$ cat config.mk
export PLATFORM = sky130hd
export DESIGN_NAME = frame_sequencer
export DESIGN_NICKNAME = d
export VERILOG_FILES = /design/src/rtl/frame_pkg.sv /design/src/rtl/frame_slot_counter.sv /design/src/rtl/frame_sequencer.sv
export SDC_FILE = /design/constraint.sdc
export NUM_CORES = 1
export LEC_CHECK = 0
export CAP_MARGIN = 20
export CORE_UTILIZATION = 35
export DETAILED_ROUTE_END_ITERATION = 10
export DONT_BUFFER_PORTS = 1
export GPL_TIMING_DRIVEN = 0
export PLACE_DENSITY = 0.54
export SLEW_MARGIN = 40
export SYNTH_ARGS = -nofsm -noshare
export SYNTH_HDL_FRONTEND = slang
export SYNTH_SLANG_ARGS = --single-unit
$ cat constraint.sdc
create_clock -name clk -period 3.4 [get_ports clk]
set_clock_uncertainty 0.05 [all_clocks]
set_input_delay 1.02 -clock clk [delete_from_list [all_inputs] [get_ports clk]]
set_output_delay 1.02 -clock clk [all_outputs]
set_load 0.01 [all_outputs]
$ cat src/rtl/frame_pkg.sv
// Shared definitions for the frame sequencer and the downstream output-word mux.
package frame_pkg;

    localparam int WORD_W             = 16;
    localparam int DEFAULT_DATA_WORDS = 64;

    typedef enum logic [2:0] {
        ST_IDLE = 3'd0,
        ST_F1   = 3'd1,
        ST_F2   = 3'd2,
        ST_SF   = 3'd3,
        ST_DATA = 3'd4
    } state_t;

endpackage

$ cat src/rtl/frame_slot_counter.sv
// Data-slot index within a frame; flags the final data slot so the FSM can wrap.
module frame_slot_counter
    import frame_pkg::*;
#(
    parameter int DATA_WORDS = DEFAULT_DATA_WORDS,
    parameter int IDX_W      = 16
) (
    input  logic clk,
    input  logic rst_n,
    input  logic clr,
    input  logic inc,
    output logic last
);

    localparam logic [IDX_W-1:0] LAST_IDX = IDX_W'(DATA_WORDS - 1);

    logic [IDX_W-1:0] index;

    // NOTE: sequential state uses non-blocking assignments so every flop samples pre-edge values.
    always_ff @(posedge clk or negedge rst_n) begin
        if (!rst_n) begin
            index <= '0;
        end else if (clr) begin
            index <= '0;
        end else if (inc) begin
            index <= index + IDX_W'(1);
        end
    end

    assign last = (index == LAST_IDX);

endmodule

$ cat src/rtl/frame_sequencer.sv
// Slot sequencer: F1, F2, SF, then DATA_WORDS data slots, advancing once per word_tick.
module frame_sequencer
    import frame_pkg::*;
#(
    parameter int DATA_WORDS = DEFAULT_DATA_WORDS,
    parameter int IDX_W      = 16
) (
    input  logic              clk,
    input  logic              rst_n,
    input  logic              enable,
    input  logic              word_tick,
    input  logic              sf_clear,
    output logic              signal_f1,
    output logic              signal_f2,
    output logic              signal_d,
    output logic [WORD_W-1:0] sf_count,
    output logic              word_valid,
    output logic              data_adv,
    output logic              frame_done
);

    state_t            state;
    state_t            next_state;
    logic              slot_clr;
    logic              slot_inc;
    logic              slot_last;
    logic              adv_next;
    logic              done_next;
    logic [WORD_W-1:0] sf_next;

    frame_slot_counter #(
        .DATA_WORDS (DATA_WORDS),
        .IDX_W      (IDX_W)
    ) u_slot_counter (
        .clk   (clk),
        .rst_n (rst_n),
        .clr   (slot_clr),
        .inc   (slot_inc),
        .last  (slot_last)
    );

    always_ff @(posedge clk or negedge rst_n) begin
        if (!rst_n) begin
            state      <= ST_IDLE;
            data_adv   <= 1'b0;
            frame_done <= 1'b0;
            sf_count   <= '0;
        end else begin
            state      <= next_state;
            data_adv   <= adv_next;
            frame_done <= done_next;
            sf_count   <= sf_next;
        end
    end

    // NOTE: every comb output gets a default first so no path leaves it unassigned (no latch).
    always_comb begin
        next_state = state;
        slot_clr   = 1'b0;
        slot_inc   = 1'b0;
        adv_next   = 1'b0;
        done_next  = 1'b0;
        if (word_tick) begin
            case (state)
                ST_IDLE: if (enable) next_state = ST_F1;
                ST_F1:   next_state = ST_F2;
                ST_F2:   next_state = ST_SF;
                ST_SF: begin
                    next_state = ST_DATA;
                    slot_clr   = 1'b1;
                end
                ST_DATA: begin
                    adv_next = 1'b1;
                    if (slot_last) begin
                        // enable is only looked at here and in IDLE; frames never truncate
                        next_state = enable ? ST_F1 : ST_IDLE;
                        done_next  = 1'b1;
                    end else begin
                        slot_inc = 1'b1;
                    end
                end
                default: next_state = ST_IDLE;
            endcase
        end
    end

    // Clear wins over the increment taken when leaving the SF slot.
    always_comb begin
        sf_next = sf_count;
        if (sf_clear) begin
            sf_next = '0;
        end else if (word_tick && (state == ST_SF)) begin
            sf_next = sf_count + WORD_W'(1);
        end
    end

    always_comb begin
        signal_f1  = 1'b0;
        signal_f2  = 1'b0;
        signal_d   = 1'b0;
        word_valid = 1'b1;
        case (state)
            ST_IDLE: word_valid = 1'b0;
            ST_F1:   signal_f1  = 1'b1;
            ST_F2:   signal_f2  = 1'b1;
            ST_SF:   word_valid = 1'b1;
            ST_DATA: signal_d   = 1'b1;
            default: word_valid = 1'b0;
        endcase
    end

endmodule
==> results of run 1 <==
state kept, by name, summed over array words and instances, names as in the netlist:
signal                cells
state                     3
data_adv                  1
frame_done                1
u_slot_counter.index     16
sf_count                 16
cells by family (layout without fill, tap and decap cells):
kind of cell               Yosys count  in the layout
buffers and inverters               23             31
and+or+nand+nor                     94             94
AOI/OAI and AO/OA                   38             38
adders and majority gates            2              2
xor gates and xnor gates            14             14
muxes                                2              2
DFF                                 37             37
report_power, final:
group | leakage, nW | switching [mW] | internal [mW]
registers | 0.503 | 0.0462 | 0.472
clock network | 0.0450 | 0.155 | 0.142
logic | 0.317 | 0.0555 | 0.0450
total | 0.864 | 0.256 | 0.660
critical path, stage by stage:
cell	delay (ns)
buf_2	0.18
nand4b_4	0.18
or4_1	0.54
clkbuf_1	0.18
or4_1	0.49
a21oi_1	0.15
stage by stage:
step,setup slack (ns),hold WS (ns)
final,0.825,0.366
after CTS,0.828,0.355
after floorplan,0.677,0.450
after global routing,0.714,0.349
after detailed placement,0.522,0.501
after global placement,0.549,0.485
area by class of cell:
type,instances,area share (%)
plain buffers,13,2.83
inverters,10,1.77
well taps,70,4.13
clock buffers,6,3.42
multi-input cells,150,43.7
clock inverters,2,0.472
flip-flops and latches,37,43.7
path summary, 6_finish.rpt:
check                                         from                        to  slack [ns]  cells past startpoint
max in group asynchronous                    rst_n               sf_count[0]        2.85                      0
min in group clk           u_slot_counter.index[0]   u_slot_counter.index[0]        0.51                      1
hold / removal                               rst_n  u_slot_counter.index[15]        0.37                      0
setup reg to reg                          state[2]              sf_count[15]        1.18                      6
hold reg to reg            u_slot_counter.index[0]   u_slot_counter.index[0]        0.51                      1
setup / recovery                         word_tick              sf_count[15]        0.82                      6
per-layer routing:
layer | share of wire (%) | vias to the layer above
li1 | - | 781
met1 | 50 | 755
met2 | 45 | 35
met3 | 4.5 | 5
met4 | 0.99 | 0
met5 | 0 | -
cell usage after synthesis (2+ instances only):
| master | number |
|---|---|
| o31ai_1 | 7 |
| nor2_1 | 19 |
| buf_2 | 3 |
| or3_1 | 8 |
| nand2_1 | 16 |
| o21ai_0 | 10 |
| nor3_1 | 7 |
| or4_1 | 8 |
| clkbuf_1 | 8 |
| ha_1 | 2 |
| nand3_1 | 8 |
| nand4_1 | 10 |
| nor4_1 | 7 |
| dfrtp_1 | 37 |
| mux2i_1 | 2 |
| inv_1 | 10 |
| o211ai_1 | 3 |
| and4_1 | 3 |
| xor2_1 | 2 |
| a21oi_1 | 14 |
| xnor2_1 | 12 |
| and3_1 | 3 |
==> flow_metrics.tcl, run 1 <==
set metrics [dict create \
    worstMarginPinSlew_ns 0.516 \
    yosysTopAreaCellShare_pct 47.5 \
    grt_first_pass_wirelength_mm 7.02 \
    ant_nets 0 \
    synth_edf_count 0 \
    cts_sinks 37 \
    p_total_mw 0.916 \
    cp.required_ns 3.56 \
    synthCells 210 \
    fin_cells 288 \
    rows 26 \
    grt_antenna_before_repair 0 \
    cp-start-kind "input port" \
    final_area_um2 2120 \
    synth.top_cells.by_area "dfrtp_1 47%, xnor2_1 5.4%, nor2_1 3.7%, a21oi_1 3.6%, nand4_1 3.2%" \
    max-cap-violations 0 \
    nets 224 \
    rsz0062_at_grt "false" \
    diodes 0 \
    regArea_um2 926 \
    ys.flop_type "dfrtp_1" \
    drtIter0Drc 50 \
    wire_per_inst_um 14.0 \
    syn-num-nets 217 \
    dp_cells 280 \
    muxShareOfSynthArea_pct 1.03 \
    avgSynthCellArea_um2 9.29 \
    seq_area_frac_synth_pct 47.5 \
    yosys.area_share.simple_pct 27.1 \
    worst_setup_path_end_kind "register" \
    met2_usage_pct 22.9 \
    drc 0 \
    final_common_cell "dfrtp_1" \
    cts_hold_buf 0 \
    min_period_over_period_pct 75.7 \
    place_congestion 0.793 \
    synth_top_family_by_area "simple AND/OR/NAND/NOR gates" \
    relSlewSlack_pct 65.4 \
    routed_via_density 5.47 \
    die_h_um 76.7 \
    ys_async_sr_fraction_pct 100 \
    power_density_nw_per_um2 432 \
    h-tree-depth 2 \
    synth_cell_types 33 \
    fmax_mhz 388 \
    grt_overflow_total 0 \
    vias 1576 \
    final_cell_mix "37 x dfrtp_1, 19 x nor2_1, 16 x nand2_1" \
    syn_to_final_growth_pct 8.72 \
    status "completed" \
    dpl_cell_area_um2 2040 \
    crit_path_max_fanout 9 \
    first_pass_iters 5 \
    design.core.area_um2 5240 \
    yosysWarnings 0 \
    final_max_slew_viol_count 0 \
    clockBufferDepth 2 \
    fillers 547 \
    num_io_pins 27 \
    port_buffers 0 \
    synth_compound_area_share_pct 11.8 \
    clockRootBuffer "clkbuf_8" \
    ys_ff_latch 37 \
    final_util_pct 40.5 \
    min_period_ns 2.58 \
    clkTransAtPathRegs_ns 0.08 \
    routed_wl_mm 4.04 \
    met1_usage_pct 20.2 \
    grt_max_degree 38 \
    start_util_pct 37.2 \
    grt.total_usage_pct 15.0 \
    cts-resized-gates 0 \
    crit_type "input port to register" \
    finalHoldViolations 0 \
    post_cts_buffers 0 \
    synth_fa_ha_area_share_pct 1.28 \
    met3_usage_pct 4.40 \
    fin_tns_setup_ns 0 \
    synth-xor-area-share_pct 6.29 \
    drive_above_1_share_pct 5.96 \
    fp.dieW_um 76.7 \
    dpl.hpwl_mm 2.79 \
    critical_path_arrival_ns 2.74 \
    yosys.area.top_type "dfrtp_1" \
    multi_input_area_um2 927 \
    setup_viol 0 \
    p_leak_nw 0.864 \
    netlist_area_um2 1950 \
    cts_tree "yes" \
    grt_pass1_vias 1449 \
    cts_buffers 5 \
    peakVddDrop_uv 309 \
    top_usage_layer "met2" \
    hp-class "input port to async pin" \
    worst_skew_pair.late_latency_ns 0.29 \
    die_area_um2 5880 \
]
No activity file was read; power rests on OpenSTA's default activity.
==> run 2, diff against run 1 <==
- clock period: 3.4 -> 2.4 ns (I/O delays scaled with it)
==> run 2 against run 1 <==
  * Setup slack lost 0.63 ns
  * Clock power grew 62%
  * Clock-buffer cell count grew 1
  * Routed wire length grew 0.97%
  * Non-clock buffer count is the same
  * Largest power group unchanged
  * Largest cell class unchanged
  * Critical path depth is the same
  * Core utilization grew 0.41 points
==> flow_metrics.tcl, run 2 (same netlist as run 1, synthesis figures left out) <==
set metrics [dict create \
    status "completed" \
    worst_skew_pair.late_latency_ns 0.29 \
    cts_buffers 5 \
    grt_overflow_total 0 \
    port_buffers 0 \
    setup_viol 0 \
    die_h_um 76.7 \
    grt_pass1_vias 1437 \
    final_cell_mix "37 x dfrtp_1, 19 x nor2_1, 16 x nand2_1" \
    rsz0062_at_grt "false" \
    grt.total_usage_pct 14.8 \
    fp.dieW_um 76.7 \
    cpPeakStageDelay_ns 0.52 \
    syn_to_final_growth_pct 9.81 \
    cts_tree "yes" \
    clockRootBuffer "clkbuf_8" \
    nets 224 \
    finalHoldWorstSlack_ns 0.0705 \
    start_util_pct 37.2 \
    die_area_um2 5880 \
    drtIter0Drc 91 \
    drc 0 \
    max-cap-violations 0 \
    cts_hold_buf 0 \
    min_period_ns 2.21 \
    p_leak_nw 0.875 \
    ant_nets 0 \
    peakVddDrop_uv 319 \
    grt_first_pass_wirelength_mm 6.96 \
    min_period_over_period_pct 92.0 \
    dpl.hpwl_mm 2.84 \
    clkTransAtPathRegs_ns 0.07 \
    design.core.area_um2 5240 \
    power_density_nw_per_um2 633 \
    post_cts_buffers 0 \
    routed_wl_mm 4.08 \
    routed_via_density 5.42 \
    drive_above_1_share_pct 6.42 \
    crit_chain "buf_6 -> nand4b_4 -> or4_1 -> buf_2 -> or4_1 -> a21oi_1" \
    r2r_start "state[2]" \
    critPathMostFrequentCell "or4_1" \
    r2r_setup_slack_ns 0.19 \
    cp.required_ns 2.56 \
    final_max_slew_viol_count 0 \
    num_io_pins 27 \
    dp_cells 280 \
    cts-resized-gates 0 \
    vias 1561 \
    h-tree-depth 2 \
    worstMarginPinSlew_ns 0.547 \
    hp-class "input port to async pin" \
    largest_registers "sf_count (16), u_slot_counter.index (16), state (3)" \
    r2r_end "sf_count[14]" \
    cts_sinks 37 \
    fin_cells 288 \
    first_pass_iters 4 \
    crit_path_max_fanout 9 \
    place_congestion 0.794 \
    grt_max_degree 38 \
    fmax_mhz 453 \
    finalHoldViolations 0 \
    final_common_cell "dfrtp_1" \
    grt_antenna_before_repair 0 \
    rows 26 \
    cp-start-kind "register" \
    worst_setup_path_end_kind "register" \
    clockBufferDepth 2 \
    worst_path_max_delay_cell "or4_1" \
    p_total_mw 1.35 \
    wire_per_inst_um 14.2 \
    diodes 0 \
    worstRegToRegCells 6 \
    crit_type "register to register" \
    critical_path_arrival_ns 2.37 \
    relSlewSlack_pct 63.3 \
]
[run 2: cell count changes in the layout (fill, tap and decap cells not counted)]
cell / delta
buf_4: +1
buf_2: -1
clkbuf_1: -1
clkinv_2: -1
clkbuf_8: +2
[run 2: layout make-up]
class                      count  area [um^2]
inverter                      10         37.5
multi-input combinational    150          927
sequential                    37          926
fill                         547         3100
tap                           70         87.6
clock buffer                   7         96.3
buffer                        13         62.6
clock inverter                 1         5.00
[run 2: stage by stage]
stage | area [um^2] | setup TNS (ns) | setup WS [ns] | util [%]
CTS | 2140 | 0 | 0.169 | 40.9
detailed placement | 2040 | -0.340 | -0.123 | 39.0
floorplan | 1950 | 0 | 0.0154 | -
global placement | 2040 | -0.264 | -0.0979 | 39.0
finish | 2140 | 0 | 0.191 | 40.9
global route | 2140 | 0 | 0.0687 | 40.9
[run 2: metal layers]
| metal | routed length (um) | global-route usage (%) | part of all wire, % |
|---|---|---|---|
| met1 | 1930 | 20.2 | 47 |
| met5 | 0 | 0 | 0 |
| met3 | 229 | 4.29 | 5.6 |
| met4 | 46 | 5.19 | 1.1 |
| met2 | 1870 | 22.5 | 46 |
[run 2: power by group]
part,internal (mW),switching (mW),leakage (nW)
registers,0.669,0.0635,0.503
clock network,0.260,0.221,0.0542
logic,0.0632,0.0781,0.318
total,0.992,0.363,0.875
[run 2: worst max-delay path, delay by kind of cell, from the launching register on]
family / cells / cell delay (ns)
and+or+nand+nor: 3 / 1.25
DFF: 1 / 0.37
buffers and inverters: 2 / 0.31
AOI/OAI and AO/OA: 1 / 0.15
[run 2: how the worst max path moves through the flow]
stage	start	end	slack [ns]	cells past startpoint
global placement	word_tick	sf_count[14]	-0.1	6
finish	state[2]	sf_count[14]	0.19	6
floorplan	word_tick	sf_count[14]	0.02	6
CTS	state[2]	sf_count[14]	0.17	6
detailed placement	word_tick	sf_count[14]	-0.12	6
global route	state[2]	sf_count[14]	0.07	6
==> run 3, diff against run 2 <==
- GPL_TIMING_DRIVEN: 0 -> not set
- PLACE_DENSITY: 0.54 -> not set
- PLACE_DENSITY_LB_ADDON: not set -> 0.05
==> run 3 against run 2 <==
  * Cell area decreased by 0.88%
  * Final cell count decreased by 3.1%
  * Critical endpoint unchanged
  * Core utilization decreased by 0.36 points
  * Highest routed layer unchanged
  * Critical path depth decreased by 1
==> flow_metrics.tcl, run 3 (same netlist as run 1, synthesis figures left out) <==
set metrics [dict create \
    critPathMostFrequentCell "or4_1" \
    first_pass_iters 4 \
    die_area_um2 5880 \
    cp-start-kind "register" \
    cp.required_ns 2.57 \
    regArea_um2 926 \
    relSlewSlack_pct 61.0 \
    cts-resized-gates 0 \
    wire_per_inst_um 15.0 \
    clockRootBuffer "clkbuf_8" \
    cts_buffers 5 \
    start_util_pct 37.2 \
    cts_hold_buf 0 \
    worst_setup_path_end_kind "register" \
    peakVddDrop_uv 347 \
    nets 215 \
    place_congestion 0.779 \
    cpPeakStageDelay_ns 0.61 \
    grt_pass1_vias 1540 \
    fmax_mhz 454 \
    routed_via_density 5.56 \
    die_h_um 76.7 \
    vias 1552 \
    max-cap-violations 0 \
    rows 26 \
    fp.dieW_um 76.7 \
    h-tree-depth 2 \
    grt_first_pass_wirelength_mm 7.27 \
    setup_viol 0 \
    dpl.hpwl_mm 2.88 \
    p_leak_nw 0.865 \
    final_util_pct 40.5 \
    multi_input_area_um2 927 \
    min_period_ns 2.20 \
    cts_tree "yes" \
    clockBufferDepth 2 \
    worst_path_max_delay_cell "or4_1" \
    final_common_cell "dfrtp_1" \
    syn_to_final_growth_pct 8.85 \
    worstMarginPinSlew_ns 0.585 \
    grt_max_degree 38 \
    critical_path_arrival_ns 2.38 \
    cp.buffers_inverters 0 \
    grt_antenna_before_repair 0 \
    crit_type "register to register" \
    ant_nets 0 \
    min_period_over_period_pct 91.8 \
    fillers 543 \
    hp-class "input port to async pin" \
    drc 0 \
    status "completed" \
    finalHoldViolations 0 \
    num_io_pins 27 \
    routed_wl_mm 4.20 \
    diodes 0 \
    worst_skew_pair.late_latency_ns 0.29 \
    rsz0062_at_grt "false" \
    crit_path_max_fanout 7 \
    r2r_setup_slack_ns 0.20 \
    crit_chain "ha_1 -> nand2_1 -> or4_1 -> or4_1 -> a21oi_1" \
    post_cts_buffers 0 \
    grt_overflow_total 0 \
    drive_above_1_share_pct 6.70 \
    cts_sinks 37 \
    port_buffers 0 \
    final_cell_mix "37 x dfrtp_1, 19 x nor2_1, 16 x nand2_1" \
    grt.total_usage_pct 15.7 \
    cp_top_family "simple AND/OR/NAND/NOR gates" \
    power_density_nw_per_um2 670 \
    clkTransAtPathRegs_ns 0.08 \
    final_max_slew_viol_count 0 \
    fin_tns_setup_ns 0 \
    drtIter0Drc 44 \
    design.core.area_um2 5240 \
    largest_registers "sf_count (16), u_slot_counter.index (16), state (3)" \
]
run 3: changes by cell type in the layout (fill, tap and decap cells not counted):
cell        previous run  this run
clkbuf_1               8         0
buf_1                  1         0
buf_6                  1         0
buf_2                  2         0
bufinv_16              0         1
clkinvlp_4             0         1
clkinv_4               0         1
clkbuf_8               7         5
buf_4                  1         4
clkinv_2               1         0
run 3: layer usage:
| layer | track usage [%] | vias up | share of wire (%) |
|---|---|---|---|
| li1 | - | 765 | - |
| met1 | 18.3 | 744 | 45 |
| met2 | 26.8 | 36 | 49 |
| met3 | 5.00 | 7 | 4.9 |
| met4 | 5.77 | 0 | 1.4 |
| met5 | 0 | - | 0 |
run 3: area by class of cell:
class	instances	area share, %
clock inverters	3	2.18
repair buffers	4	1.41
well taps	70	4.12
flip-flops and latches	37	43.6
multi-input cells	150	43.7
inverters	10	1.77
clock buffers	5	3.24
run 3: worst paths after layout:
path,end,startpoint,cells past startpoint
setup / recovery,sf_count[14],sf_count[0],5
hold / removal,sf_count[15],rst_n,0
setup reg to reg,sf_count[14],sf_count[0],5
hold reg to reg,u_slot_counter.index[0],u_slot_counter.index[0],1
max in group asynchronous,u_slot_counter.index[4],rst_n,0
min in group clk,sf_count[15],sf_clear,1
run 3: metrics by stage:
| stage | total power [mW] | worst slack [ns] | area, um^2 | hold slack [ns] | cells |
|---|---|---|---|---|---|
| 5_1_grt | 1.50 | 0.0459 | 2120 | 0.0384 | 279 |
| 4_1_cts | 1.44 | 0.182 | 2120 | 0.0468 | 279 |
| 2_1_floorplan | 0.848 | 0.0154 | 1950 | 0.374 | 210 |
| 3_5_place_dp | 0.877 | 0.117 | 2010 | 0.375 | 271 |
| 3_3_place_gp | 0.876 | 0.136 | 2010 | 0.375 | 271 |
| 6_report | 1.42 | 0.196 | 2120 | 0.0592 | 279 |
run 3: power breakdown:
part	internal [mW]	switching [mW]	total (mW)
clock network	0.311	0.244	0.555
logic	0.0617	0.0656	0.127
registers	0.669	0.0706	0.740
total	1.04	0.380	1.42
